<file path="src/rtl/ifu_fetch_if.sv">
// rtl/ifu_fetch_if.sv - instruction-memory request/response bus between ifu_fetch and imem
interface ifu_fetch_if #(
  parameter int XLEN = 32
);
  logic            imem_req;
  logic [XLEN-1:0] imem_addr;
  logic            imem_ready;
  logic            imem_rvalid;
  logic [XLEN-1:0] imem_rdata;

  modport master (
    output imem_req,
    output imem_addr,
    input  imem_ready,
    input  imem_rvalid,
    input  imem_rdata
  );

  modport slave (
    input  imem_req,
    input  imem_addr,
    output imem_ready,
    output imem_rvalid,
    output imem_rdata
  );
endinterface

</file>
<file path="src/rtl/ifu_fetch.sv">
// rtl/ifu_fetch.sv - instruction fetch unit with 2-entry buffer and flush-drop accounting
// Optional: IFU_MISALIGN_CHK_EN traps misaligned redirects on fetch_misalign.
module ifu_fetch #(
  parameter int              XLEN     = 32,
  parameter logic [XLEN-1:0] RESET_PC = '0
) (
  input  logic            clk,
  input  logic            rst,
  input  logic            stall,
  input  logic            flush,
  input  logic [XLEN-1:0] redirect_pc,
  ifu_fetch_if.master     imem,
  output logic            valid_out,
  output logic [XLEN-1:0] pc_out,
  output logic [XLEN-1:0] instruction_out,
  output logic            fetch_misalign
);

  logic [XLEN-1:0] fetch_pc;

  logic [XLEN-1:0] fifo_pc    [2];
  logic [XLEN-1:0] fifo_instr [2];
  logic            fifo_rd;
  logic [1:0]      fifo_cnt;
  logic            fifo_wr;

  logic [XLEN-1:0] pend_pc [2];
  logic            pend_wr;
  logic            pend_rd;

  logic [1:0]      outstanding;
  logic [1:0]      drop_cnt;
  logic            misalign_q;

  logic            resp;
  logic            keep;
  logic            pop;
  logic            fire;
  logic [2:0]      in_use;
  logic [XLEN-1:0] redirect_tgt;

  // Responses without a matching request are protocol violations and ignored.
  assign resp = imem.imem_rvalid & (outstanding != 2'd0);
  assign keep = resp & (drop_cnt == 2'd0) & !flush;

  assign valid_out = (fifo_cnt != 2'd0) & !flush;
  assign pop       = valid_out & !stall;

  // Slot being popped this cycle is credited back so L=1 fetch sustains one per cycle.
  assign in_use = {1'b0, fifo_cnt} + {1'b0, outstanding} - {2'b00, pop};

  assign imem.imem_req  = !rst & !flush & !misalign_q & (in_use < 3'd2);
  assign imem.imem_addr = fetch_pc;
  assign fire           = imem.imem_req & imem.imem_ready;

  assign fifo_wr = fifo_rd ^ fifo_cnt[0];

  assign pc_out          = valid_out ? fifo_pc[fifo_rd]    : '0;
  assign instruction_out = valid_out ? fifo_instr[fifo_rd] : '0;
  assign fetch_misalign  = misalign_q;

`ifdef IFU_MISALIGN_CHK_EN
  assign redirect_tgt = redirect_pc;

  always_ff @(posedge clk or posedge rst) begin
    if (rst) begin
      misalign_q <= 1'b0;
    end else if (flush) begin
      misalign_q <= (redirect_pc[1:0] != 2'b00);
    end
  end
`else
  assign redirect_tgt = redirect_pc & ~XLEN'(3);
  assign misalign_q   = 1'b0;
`endif

  always_ff @(posedge clk or posedge rst) begin
    if (rst) begin
      fetch_pc    <= RESET_PC;
      fifo_cnt    <= 2'd0;
      fifo_rd     <= 1'b0;
      outstanding <= 2'd0;
      drop_cnt    <= 2'd0;
      pend_wr     <= 1'b0;
      pend_rd     <= 1'b0;
    end else begin
      if (resp) begin
        pend_rd <= ~pend_rd;
      end
      if (flush) begin
        // Everything still in flight after this cycle belongs to the old path.
        fetch_pc    <= redirect_tgt;
        fifo_cnt    <= 2'd0;
        outstanding <= outstanding - {1'b0, resp};
        drop_cnt    <= outstanding - {1'b0, resp};
      end else begin
        if (fire) begin
          fetch_pc <= fetch_pc + XLEN'(4);
          pend_wr  <= ~pend_wr;
        end
        outstanding <= outstanding + {1'b0, fire} - {1'b0, resp};
        if (resp && (drop_cnt != 2'd0)) begin
          drop_cnt <= drop_cnt - 2'd1;
        end
        if (pop) begin
          fifo_rd <= ~fifo_rd;
        end
        fifo_cnt <= fifo_cnt + {1'b0, keep} - {1'b0, pop};
      end
    end
  end

  always_ff @(posedge clk) begin
    if (fire) begin
      pend_pc[pend_wr] <= fetch_pc;
    end
    if (keep) begin
      fifo_pc[fifo_wr]    <= pend_pc[pend_rd];
      fifo_instr[fifo_wr] <= imem.imem_rdata;
    end
  end

endmodule

</file>
<file path="src/flat_wrapper.sv">
// flat-port wrapper written by rule: the top's interface ports become plain ports
module ifu_fetch_flat 
#(
  parameter int              XLEN     = 32,
  parameter logic [XLEN-1:0] RESET_PC = '0
)
  (clk, rst, stall, flush, redirect_pc, valid_out, pc_out, instruction_out, fetch_misalign, imem_imem_req, imem_imem_addr, imem_imem_ready, imem_imem_rvalid, imem_imem_rdata);
  ifu_fetch_if #(.XLEN(XLEN)) imem_i ();
  input  logic clk;
  input  logic rst;
  input  logic stall;
  input  logic flush;
  input  logic [XLEN-1:0] redirect_pc;
  output logic valid_out;
  output logic [XLEN-1:0] pc_out;
  output logic [XLEN-1:0] instruction_out;
  output logic fetch_misalign;
  output wire logic [$bits(imem_i.imem_req)-1:0] imem_imem_req;
  output wire logic [$bits(imem_i.imem_addr)-1:0] imem_imem_addr;
  input wire logic [$bits(imem_i.imem_ready)-1:0] imem_imem_ready;
  input wire logic [$bits(imem_i.imem_rvalid)-1:0] imem_imem_rvalid;
  input wire logic [$bits(imem_i.imem_rdata)-1:0] imem_imem_rdata;
  assign imem_imem_req = imem_i.imem_req;
  assign imem_imem_addr = imem_i.imem_addr;
  assign imem_i.imem_ready = imem_imem_ready;
  assign imem_i.imem_rvalid = imem_imem_rvalid;
  assign imem_i.imem_rdata = imem_imem_rdata;
  ifu_fetch #(.XLEN(XLEN), .RESET_PC(RESET_PC)) u_core (.clk(clk), .rst(rst), .stall(stall), .flush(flush), .redirect_pc(redirect_pc), .imem(imem_i), .valid_out(valid_out), .pc_out(pc_out), .instruction_out(instruction_out), .fetch_misalign(fetch_misalign));
endmodule
</file>
<file path="config.mk">
export PLATFORM = sky130hd
export DESIGN_NAME = ifu_fetch_flat
export DESIGN_NICKNAME = d
export VERILOG_FILES = /design/src/rtl/ifu_fetch_if.sv /design/src/rtl/ifu_fetch.sv /design/src/flat_wrapper.sv
export SDC_FILE = /design/constraint.sdc
export NUM_CORES = 1
export LEC_CHECK = 0
export ABC_CLOCK_PERIOD_IN_PS = 4900
export CORE_UTILIZATION = 45
export CTS_CLUSTER_DIAMETER = 100
export CTS_CLUSTER_SIZE = 24
export DETAILED_ROUTE_END_ITERATION = 8
export DONT_BUFFER_PORTS = 1
export MAX_ROUTING_LAYER = met4
export PLACE_DENSITY = 0.69
export SLEW_MARGIN = 20
export SYNTH_ARGS = -nofsm -noshare
export SYNTH_HDL_FRONTEND = slang
export SYNTH_SLANG_ARGS = --single-unit
</file>
<file path="constraint.sdc">
create_clock -name clk -period 4.9 [get_ports clk]
set_input_delay 0.49 -clock clk [delete_from_list [all_inputs] [get_ports clk]]
set_output_delay 0.49 -clock clk [all_outputs]
set_load 0.1 [all_outputs]
</file>
==> summary.txt, run 1 <==
Status = complete, no violations
Layout cells sized above 1 = 21.1%
Max transition margin = 24.1%
Setup_tns = 0 ns
Final setup fails = 0
Final Max Slew Viols = 0
H-tree levels = 1
Vias = 5306
Final GP Congestion = 0.906
Power density cells = 512 nW/um^2
Post-layout min period = 4.07 ns
Starting Density = 46.1%
Drt first pass iters = 4
Max Clk Rate = 0.246 GHz
Clk sinks = 223
Post-synthesis register bit count = 223
Nets@finish = 735
Post-CTS Hold Buffers = 0
Residual DRC = 0
DP Worst Slack = 0.708 ns
Worst VDD drop = 0.337 mV
Post-CTS Setup Bufs = 0
Clock network fraction of total power = 21.2%
Post-DP HPWL = 13100 microns
Crit-path slowest cell = nor2_4
Vias in the first global route = 5232
Reg power frac = 49.1%
Die footprint = 21400 sq um
Int Pwr = 0.00327 W
Pleak = 3.49 nW
P_sw = 0.00202 W
Clock Tree Root = clkbuf_16
Gr usage total = 19.2%
Syn Area/Cell = 14.4 sq um
CTS tree = yes
Syn Inst Count = 651
Post-synth top flop = edfxtp_1
Number of synthesized flops with an enable pin = 184
DRT Wirelength = 19800 microns
CP arrival = 4.16 ns
Chip Height = 146 microns
Fill count = 1706
Crit path top cell by count = nand2_1
First-pass GRT wire length = 30400 microns
Tcrit/Tclk final = 83.0%
Clk Latency, worst-skew pair = 0.50 ns
Cts bufs inserted = 13
Largest net degree at the start of global routing = 65
Reg2reg end = u_core.pend_pc[0][26]$_DFFE_PP_
RSZ-0062 raised after global routing = false
Total grt overflow = 0
Area of the multi-input gates = 2850 sq um
Buf+Inv Stages, Crit Path = 1
Crit path kind = flop to flop
ANT nets after route = 0
# IOs = 169
Layout Skew = 0.0452 ns
Worst path max stage delay = 0.85 ns
Worst setup margin = 0.835 ns
Rows = 52
Startpoint types = flop
Die X = 146 microns
Post-synthesis cell area = 9350 sq um
Synth Warn # = 0
Switch share = 38.2%
FF+latch area = 6510 sq um
Netlist cell types = 49
R2R depth = 9
Worst-path clk slew = 0.10 ns
Worst Hold Class = input pin to async pin
Comb pwr share = 29.8%
Reg2reg start = u_core.fifo_cnt[0]$_DFF_PP0_
Drt via density = 5.67
Wire per inst = 21.2 microns
Core area = 20300 sq um
CP required = 4.99 ns
Antenna violations before repair = 1
Final hold violations = 0
Critical Path End Type = flop
CTS max path bufs = 3
Seq/Total Area, Yosys = 69.5%
R2R Setup Slk = 0.83 ns
Max Cap Violations = 0
Max FO, Critical Path = 30
Worst slew pin tran = 1.14 ns
Delay-heaviest family, CP = simple AND/OR/NAND/NOR gates
DRT iter0 DRCs = 342
PortBufs = 0
Area delta synth->final = 10.3%
Crit path cell chain = o21ai_4 -> nor2_1 -> ha_1 -> inv_1 -> nand2_1 -> fa_1 -> nor4bb_1 -> nand2_1 -> nor2_4
Post-cts gate resize count = 0
Post-synth ARST share = 17.5%
-- cell usage in the layout, fill, tap and decap left out, types with 5 or more instances in the layout --
cell type,count
a31oi_1,6
and3_1,6
buf_4,20
clkbuf_1,7
clkbuf_16,13
conb_1,5
dfrtp_1,36
edfxtp_1,184
ha_1,7
inv_1,14
mux2_2,31
mux2i_1,65
nand2_1,37
nand3_1,21
nand4_1,10
nor2_1,16
nor2_2,62
nor2b_1,5
nor4_1,7
o211ai_1,7
o21ai_0,8
o311ai_1,8
o31ai_1,6
or4_1,17
xnor2_1,9
xor2_1,8
-- per-layer routing --
metal | vias to the layer above | share of wire, % | global-route usage (%)
li1 | 2448 | - | -
met1 | 2635 | 41 | 23.1
met2 | 185 | 49 | 31.2
met3 | 38 | 7.4 | 5.03
met4 | 0 | 2.5 | 6.46
met5 | - | 0 | -
-- logic make-up after synthesis --
logic type / after synthesis / synth area share [%]
compound gates: 52 / 3.95
xor+xnor: 17 / 1.59
fa+ha+maj: 8 / 1.15
buf+inv: 49 / 2.18
flops: 223 / 69.5
mux: 96 / 10.7
other cells: 1 / 0.0401
simple gates: 205 / 10.9
-- synth_stat cells (2+ instances only) --
library cell,number,area share (%)
a31oi_1,6,0.40
nand3_1,21,1.1
mux2i_1,65,7.0
and2_1,4,0.27
o211ai_1,7,0.56
a21oi_1,4,0.21
nor3_1,2,0.11
inv_1,14,0.56
xor2_1,8,0.75
o31ai_1,6,0.48
edfxtp_1,184,59
dfrtp_1,39,10
or2_2,2,0.13
nand2_1,37,1.5
o41ai_1,2,0.19
a22o_1,2,0.19
nor4_1,7,0.47
buf_4,5,0.40
or4_1,17,1.4
nand4_1,10,0.67
or3_1,3,0.20
nor2_1,79,3.2
buf_1,11,0.44
ha_1,7,0.94
mux2_2,31,3.7
o21ai_0,8,0.43
nor2b_1,6,0.40
o311ai_1,8,0.75
clkbuf_1,18,0.72
and4_1,3,0.28
o21ai_1,3,0.16
xnor2_1,9,0.84
or4b_1,2,0.21
and3_1,6,0.40
-- state kept, by name, indices dropped and copies added (netlist names) --
| signal | count |
|---|---|
| u_core.fifo_cnt | 2 |
| u_core.pend_rd | 1 |
| u_core.pend_wr | 1 |
| u_core.outstanding | 2 |
| u_core.imem.imem_addr | 30 |
| u_core.fifo_rd | 1 |
| u_core.fifo_pc | 60 |
| u_core.fifo_instr | 64 |
| u_core.pend_pc | 60 |
| u_core.drop_cnt | 2 |
-- final cells by class --
| cell class | instances | area share (%) |
|---|---|---|
| Clock buffer | 20 | 3.41 |
| Antenna cell | 1 | 0.0243 |
| Sequential cell | 223 | 63.1 |
| Tap cell | 270 | 3.27 |
| Multi-Input combinational cell | 383 | 27.6 |
| Inverter | 14 | 0.509 |
| Timing Repair Buffer | 22 | 1.84 |
| Clock inverter | 2 | 0.279 |
-- power groups by stage --
| stage | logic [W] | registers (W) | clock network, W |
|---|---|---|---|
| 6_report | 0.00157 | 0.00259 | 0.00112 |
| 5_1_grt | 0.00166 | 0.00262 | 0.00122 |
| 4_1_cts | 0.00153 | 0.00264 | 0.00115 |
| 3_5_place_dp | 0.00152 | 0.00269 | 0 |
| 3_3_place_gp | 0.00148 | 0.00267 | 0 |
| 2_1_floorplan | 0.00126 | 0.00259 | 0 |
-- through the flow --
step / total power, W / utilization (%) / hold slack (ns) / std cells / cell area, sq um
after detailed placement: 0.00421 / 48.8 / 0.549 / 911 / 9910
final: 0.00529 / 50.8 / 0.0251 / 935 / 10300
after global routing: 0.00550 / 50.8 / 0.0439 / 935 / 10300
after global placement: 0.00416 / 48.8 / 0.544 / 911 / 9910
after floorplan: 0.00385 / - / 0.460 / 655 / 9370
after CTS: 0.00532 / 50.7 / 0.0322 / 933 / 10300
-- how the worst max path moves through the flow --
| stage | startpoint | end | slack, ns | cells past startpoint |
|---|---|---|---|---|
| 2_1_floorplan | flush | u_core.fifo_instr[1][0]$_DFFE_PP_ | 0.59 | 4 |
| 3_3_place_gp | flush | u_core.pend_pc[0][2]$_DFFE_PP_ | 0.85 | 10 |
| 3_5_place_dp | flush | u_core.pend_pc[0][28]$_DFFE_PP_ | 0.71 | 10 |
| 4_1_cts | u_core.fifo_cnt[0]$_DFF_PP0_ | u_core.pend_pc[0][26]$_DFFE_PP_ | 0.80 | 9 |
| 5_1_grt | u_core.fifo_cnt[0]$_DFF_PP0_ | u_core.pend_pc[0][26]$_DFFE_PP_ | 0.56 | 9 |
| 6_report | u_core.fifo_cnt[0]$_DFF_PP0_ | u_core.pend_pc[0][26]$_DFFE_PP_ | 0.83 | 9 |
Power figures use the tool's default switching activity.
==> run 2, diff against run 1 <==
--- a/config.mk
+++ b/config.mk
@@ -5,7 +5,8 @@
 export SDC_FILE = /design/constraint.sdc
 export NUM_CORES = 1
 export LEC_CHECK = 0
-export ABC_CLOCK_PERIOD_IN_PS = 4900
+export ABC_AREA = 1
+export ABC_CLOCK_PERIOD_IN_PS = 4100
 export CORE_UTILIZATION = 45
 export CTS_CLUSTER_DIAMETER = 100
 export CTS_CLUSTER_SIZE = 24
==> constraint.sdc (replaced) <==
create_clock -name clk -period 4.1 [get_ports clk]
set_input_delay 0.41 -clock clk [delete_from_list [all_inputs] [get_ports clk]]
set_output_delay 0.41 -clock clk [all_outputs]
set_load 0.1 [all_outputs]
==> run 2 against run 1 <==
  * Clock power is 18% higher
  * Clock-buffer cell count stayed put
  * Combinational power is 57% higher
  * Register-to-register slack worse by 0.05 ns
  * Critical endpoint is now imem_imem_req
  * Largest power group unchanged
  * Sequential power is 19% higher
  * Non-clock buffer count is 33 higher
  * Core utilization is 0.10 points higher
  * Worst setup slack worse by 0.078 ns
  * Die area is 7.3% higher
  * Synthesized area is 7.4% higher
  * Worst hold slack better by 0.0073 ns
==> summary.txt, run 2 <==
Seq/Total Area, Yosys = 64.7%
Syn Area/Cell = 11.6 sq um
Core area = 21800 sq um
Worst slew pin tran = 1.16 ns
Drt first pass iters = 6
Routed wl met3 = 1330 microns
Fill count = 1928
Synth area leader = edfxtp_1
CTS tree = yes
Synth Warn # = 0
DRT iter0 DRCs = 299
Pleak = 4.59 nW
Die footprint = 22900 sq um
Final hold violations = 0
CP required = 3.69 ns
Fin util = 50.9%
Chip Height = 151 microns
Area delta synth->final = 10.7%
Synth top area share = 55.0%
Final Max Slew Viols = 0
PortBufs = 0
Clock Tree Root = clkbuf_16
Starting Density = 46.0%
Vias in the first global route = 5899
Nets@finish = 985
Top Registers = u_core.fifo_instr: 64 flops, u_core.fifo_pc: 60 flops, u_core.pend_pc: 60 flops
Most flops, register = u_core.fifo_instr
Rows = 54
Antenna Cells = 0
Clk sinks = 223
Post-route cell area = 11100 sq um
Power density cells = 617 nW/um^2
Critical Path End Type = primary output
Leading cell type in the layout, fill and taps excluded = nand2_1
Max Cap Violations = 0
Number of synthesized flops with an enable pin = 184
Layout Skew = 0.0327 ns
H-tree levels = 1
ANT nets after route = 0
Drt via density = 5.06
FF+latch area = 6500 sq um
Max transition margin = 22.4%
CTS max path bufs = 3
Most frequent cell after synthesis = nand2_1
Layout cells sized above 1 = 18.6%
Syn Inst Count = 864
First-pass GRT wire length = 31100 microns
Crit path kind = flop to primary output
Largest register FFs = 64
Post-layout min period = 3.34 ns
Wire length on met1 = 8830 microns
Final GP Congestion = 0.909
RSZ-0062 raised after global routing = false
Metal2 WL = 9920 microns
Max FO, Critical Path = 2
Antenna violations before repair = 0
Gr usage total = 18.4%
Worst VDD drop = 0.353 mV
DRT Wirelength = 20400 microns
CP arrival = 2.93 ns
Post-synthesis register bit count = 223
Area of the multi-input gates = 2930 sq um
Final setup fails = 0
Largest net degree at the start of global routing = 64
Wire per inst = 17.1 microns
Clk Latency, worst-skew pair = 0.49 ns
Worst Hold Class = input pin to flop
Residual DRC = 0
# IOs = 169
Setup_tns = 0 ns
Post-DP HPWL = 13400 microns
Area post-placement = 10600 sq um
Vias = 6047
Worst-path clk slew = 0.10 ns
Most instantiated cells after synthesis = nand2_1 (238), edfxtp_1 (184), inv_1 (116)
Cts bufs inserted = 13
Post-synth ARST share = 17.5%
Die X = 151 microns
Top routing layer used = met4
Cells taking the most area after synthesis = edfxtp_1 (55%), mux2_2 (10%), dfrtp_1 (9.7%)
Max Clk Rate = 0.299 GHz
Post-synth top flop = edfxtp_1
Total Power = 0.00686 W
Netlist cell types = 32
Startpoint types = flop
Tcrit/Tclk final = 81.5%
Post-synthesis cell area = 10000 sq um
Status = complete, no violations
Total grt overflow = 0
Commonest non-fill, non-tap cells in the layout = nand2_1 (238), edfxtp_1 (184), inv_1 (116)
-- run 2: worst max-delay path, cell delays in order, from the launching register on --
cell and delay, ns:
dfrtp_1 0.39, inv_1 0.10, a21oi_4 0.17, inv_2 0.03, or2_1 0.22, inv_1 0.06, ha_1 0.21, inv_1 0.08
nand2_1 0.07, fa_1 0.49, nand2_1 0.07, nor2_2 0.15, nand2_1 0.07, inv_1 0.06, buf_4 0.28
-- run 2: power by group --
group	total (W)	internal [W]	leakage (nW)	switching (W)
Combinational	0.00247	0.000676	2.27	0.00179
Sequential	0.00307	0.00280	2.14	0.000267
Clock	0.00132	0.000616	0.183	0.000706
Total	0.00686	0.00409	4.59	0.00277
-- run 2: what timing repair did --
action,in CTS,in global routing
hold buffers,18,0
buffers inserted,0,0
resized for setup,0,0
hold endpoints to repair,50,0
-- run 2: final cells by class --
class	count	share of cell area (%)
clock inverter	2	0.259
clock buffer	20	3.16
inverter	120	4.08
multi-input combinational	494	26.4
sequential	223	58.5
timing repair buffer	55	4.46
tap	280	3.15
-- run 2: logic make-up after synthesis --
kind of cell               synth area share, %
other                                   0.0373
and+or+nand+nor                           15.1
buffers and inverters                     6.43
adders and majority gates                 1.07
AOI/OAI and AO/OA                         1.03
muxes                                     10.3
DFF                                       64.7
xor gates and xnor gates                  1.30
-- run 2: per-layer routing --
metal | global-route usage, % | vias to the layer above
met2 | 30.6 | 162
met4 | 4.95 | 0
li1 | - | 2910
met3 | 3.04 | 20
met1 | 23.2 | 2955
met5 | - | -
-- run 2: worst paths after layout --
kind	cells after the start	start	to	slack (ns)
min in group asynchronous	3	rst	u_core.fifo_cnt[1]$_DFF_PP0_	0.54
setup / recovery	14	u_core.fifo_cnt[1]$_DFF_PP0_	imem_imem_req	0.76
max in group asynchronous	3	rst	u_core.fifo_rd$_DFFE_PP0P_	3.13
setup reg to reg	14	u_core.fifo_cnt[1]$_DFF_PP0_	u_core.pend_pc[0][12]$_DFFE_PP_	0.78
hold reg to reg	1	u_core.pend_rd$_DFFE_PP0P_	u_core.pend_rd$_DFFE_PP0P_	0.48
hold / removal	0	imem_imem_rdata[19]	u_core.fifo_instr[0][19]$_DFFE_PP_	0.03
-- run 2: stage by stage --
step           hold WS [ns]  cells  setup slack (ns)
3_5_place_dp          0.475   1154             0.839
6_report             0.0324   1194             0.757
4_1_cts              0.0208   1194             0.753
5_1_grt              0.0140   1194             0.587
3_3_place_gp          0.456   1154             0.888
2_1_floorplan         0.507    868           -0.0415
==> run 3, diff against run 2 <==
--- a/config.mk
+++ b/config.mk
@@ -6,14 +6,14 @@
 export NUM_CORES = 1
 export LEC_CHECK = 0
 export ABC_AREA = 1
-export ABC_CLOCK_PERIOD_IN_PS = 4100
+export ABC_CLOCK_PERIOD_IN_PS = 2950
 export CORE_UTILIZATION = 45
 export CTS_CLUSTER_DIAMETER = 100
 export CTS_CLUSTER_SIZE = 24
 export DETAILED_ROUTE_END_ITERATION = 8
 export DONT_BUFFER_PORTS = 1
 export MAX_ROUTING_LAYER = met4
-export PLACE_DENSITY = 0.69
+export PLACE_DENSITY = 0.71
 export SLEW_MARGIN = 20
 export SYNTH_ARGS = -nofsm -noshare
 export SYNTH_HDL_FRONTEND = slang
==> constraint.sdc (replaced) <==
create_clock -name clk -period 2.95 [get_ports clk]
set_input_delay 0.295 -clock clk [delete_from_list [all_inputs] [get_ports clk]]
set_output_delay 0.295 -clock clk [all_outputs]
set_load 0.1 [all_outputs]
==> run 3 against run 2 <==
  * The flow now finishes with violations (negative setup slack)
  * Sequential share of layout area down 5.1 points
  * Non-clock buffer count up 109
  * Combinational power up 63%
  * Clock power up 38%
  * Sequential power up 33%
  * Design area up 9.6%
  * Clock skew down 0.012 ns
  * Critical path depth unchanged
  * Worst setup slack worse by 0.80 ns
  * Die area unchanged
  * Largest cell class unchanged
==> summary.txt, run 3 (synthesis gave the netlist of run 2 again) <==
R2R depth = 14
Drt first pass iters = 5
Clock Tree Root = clkbuf_16
Antenna violations before repair = 0
Residual DRC = 0
Layout cells sized above 1 = 25.2%
Worst path max stage delay = 0.49 ns
First-pass GRT wire length = 32500 microns
Top Registers = u_core.fifo_instr: 64 flops, u_core.fifo_pc: 60 flops, u_core.pend_pc: 60 flops
Setup_tns = -0.0392 ns
# IOs = 169
CP required = 2.65 ns
Hold depth = 4
Failing checks = negative setup slack
CTS max path bufs = 3
Crit-path slowest cell = fa_1
GRT met1 Usage = 23.9%
CP arrival = 2.69 ns
Antenna Cells = 0
Cts bufs inserted = 13
Power density cells = 813 nW/um^2
Post-layout min period = 2.99 ns
Post-DP HPWL = 13400 microns
Die footprint = 22900 sq um
Nets@finish = 1096
Most flops, register = u_core.fifo_instr
RSZ-0062 raised after global routing = true
Final Hold Slack = 0.0161 ns
Final hold violations = 0
Crit path top cell by count = inv_2
Crit path kind = flop to primary output
Fill count = 1811
H-tree levels = 1
Worst slew pin tran = 1.07 ns
Max FO, Critical Path = 2
Rows = 54
Vias = 6477
ANT nets after route = 0
Max Clk Rate = 0.335 GHz
Drt via density = 4.97
DRT iter0 DRCs = 356
R2R Setup Slk = 0.04 ns
Final setup fails = 1
DRT Wirelength = 21400 microns
Gr usage total = 19.1%
CP startpoint = u_core.fifo_cnt[1]$_DFF_PP0_
Clk sinks = 223
Reg2reg end = u_core.pend_pc[1][2]$_DFFE_PP_
Total grt overflow = 0
Critical Path End Type = primary output
Pleak = 5.19 nW
Reg2reg start = u_core.fifo_cnt[1]$_DFF_PP0_
Commonest non-fill, non-tap cells in the layout = nand2_1 (236), edfxtp_1 (184), inv_1 (111)
Max Cap Violations = 0
Layout Skew = 0.0204 ns
Worst-path clk slew = 0.10 ns
Worst Hold Class = input pin to flop
Status = finished with violations
Largest net degree at the start of global routing = 64
Wire per inst = 16.4 microns
Worst setup margin = -0.0392 ns
PortBufs = 0
Leading cell type in the layout, fill and taps excluded = nand2_1
Clk Latency, worst-skew pair = 0.47 ns
Crit path cell chain = inv_2 -> a21oi_4 -> inv_2 -> or2_1 -> inv_2 -> ha_4 -> inv_2 -> nand2_2 -> fa_1 -> nand2_1 -> nor2_2 -> nand2_1 -> inv_2 -> buf_12
Startpoint types = flop
Worst hold endpoint = u_core.imem.imem_addr[31]$_DFFE_PP0P_
Max transition margin = 28.7%
M2 GR Usage = 32.4%
Worst VDD drop = 0.614 mV
Total Power = 0.00991 W
Starting Density = 46.0%
CTS tree = yes
Largest register FFs = 64
Final GP Congestion = 0.890
Grt peak-use layer = met2
Chip Height = 151 microns
Final Max Slew Viols = 0
Fin util = 55.8%
GR Util met3 = 3.34%
Area delta synth->final = 21.3%
Worst hold start = flush
Die X = 151 microns
Core area = 21800 sq um
Vias in the first global route = 6290
Tcrit/Tclk final = 101%
[run 3: cell types whose count changed in the layout (fill, tap and decap cells not counted), moves of 3 or more]
cell	change
inv_1	-5
buf_12	+5
buf_4	+68
buf_6	+3
dlygate4sd3_1	+31
inv_2	+4
[run 3: worst max-delay path: cells and delay by family (launching register included)]
family / cells / cell delay [ns]
simple gates: 5 / 0.53
compound gates: 1 / 0.15
buf+inv: 6 / 0.47
fa+ha+maj: 2 / 0.68
flops: 1 / 0.37
[run 3: layout make-up]
type,count,area (sq um),area share [%]
inverter,120,465,3.82
sequential,223,6500,53.4
timing repair inverter,2,20.0,0.164
clock inverter,2,20.0,0.164
multi-input combinational,494,2980,24.4
timing repair buffer,164,1500,12.3
clock buffer,19,348,2.85
tap,280,350,2.88
[run 3: metrics by stage]
stage | setup slack [ns] | std cells | cell area [sq um]
floorplan | -0.215 | 868 | 10100
global placement | 0.216 | 1220 | 11100
detailed placement | 0.130 | 1220 | 11100
CTS | -0.0578 | 1296 | 12000
global route | -0.157 | 1304 | 12200
finish | -0.0392 | 1304 | 12200
[run 3: per-layer routing]
metal / vias up / wire [microns]
met2: 197 / 10500
met1: 3115 / 9200
met5: - / 0
li1: 3140 / -
met4: 0 / 274
met3: 25 / 1410
[run 3: how the worst max path moves through the flow]
| stage | slack (ns) | to | cells past startpoint |
|---|---|---|---|
| global placement | 0.22 | u_core.imem.imem_addr[14]$_DFFE_PP0P_ | 17 |
| finish | -0.04 | imem_imem_req | 14 |
| detailed placement | 0.13 | u_core.imem.imem_addr[13]$_DFFE_PP0P_ | 17 |
| floorplan | -0.22 | u_core.pend_pc[0][10]$_DFFE_PP_ | 14 |
| global route | -0.16 | imem_imem_req | 14 |
| CTS | -0.06 | imem_imem_req | 14 |
[run 3: power breakdown]
part | internal [W] | switching, W
clock | 0.000842 | 0.000983
sequential | 0.00389 | 0.000177
combinational | 0.00123 | 0.00279
total | 0.00596 | 0.00395
[run 3: timing repair]
item	4_1_cts	5_1_grt
hold endpoints to repair	121	0
hold buffers	49	0
resized for setup	4	16
buffers inserted	6	4
cloned	0	5
pin swaps	3	5
setup endpoints to repair	1	107
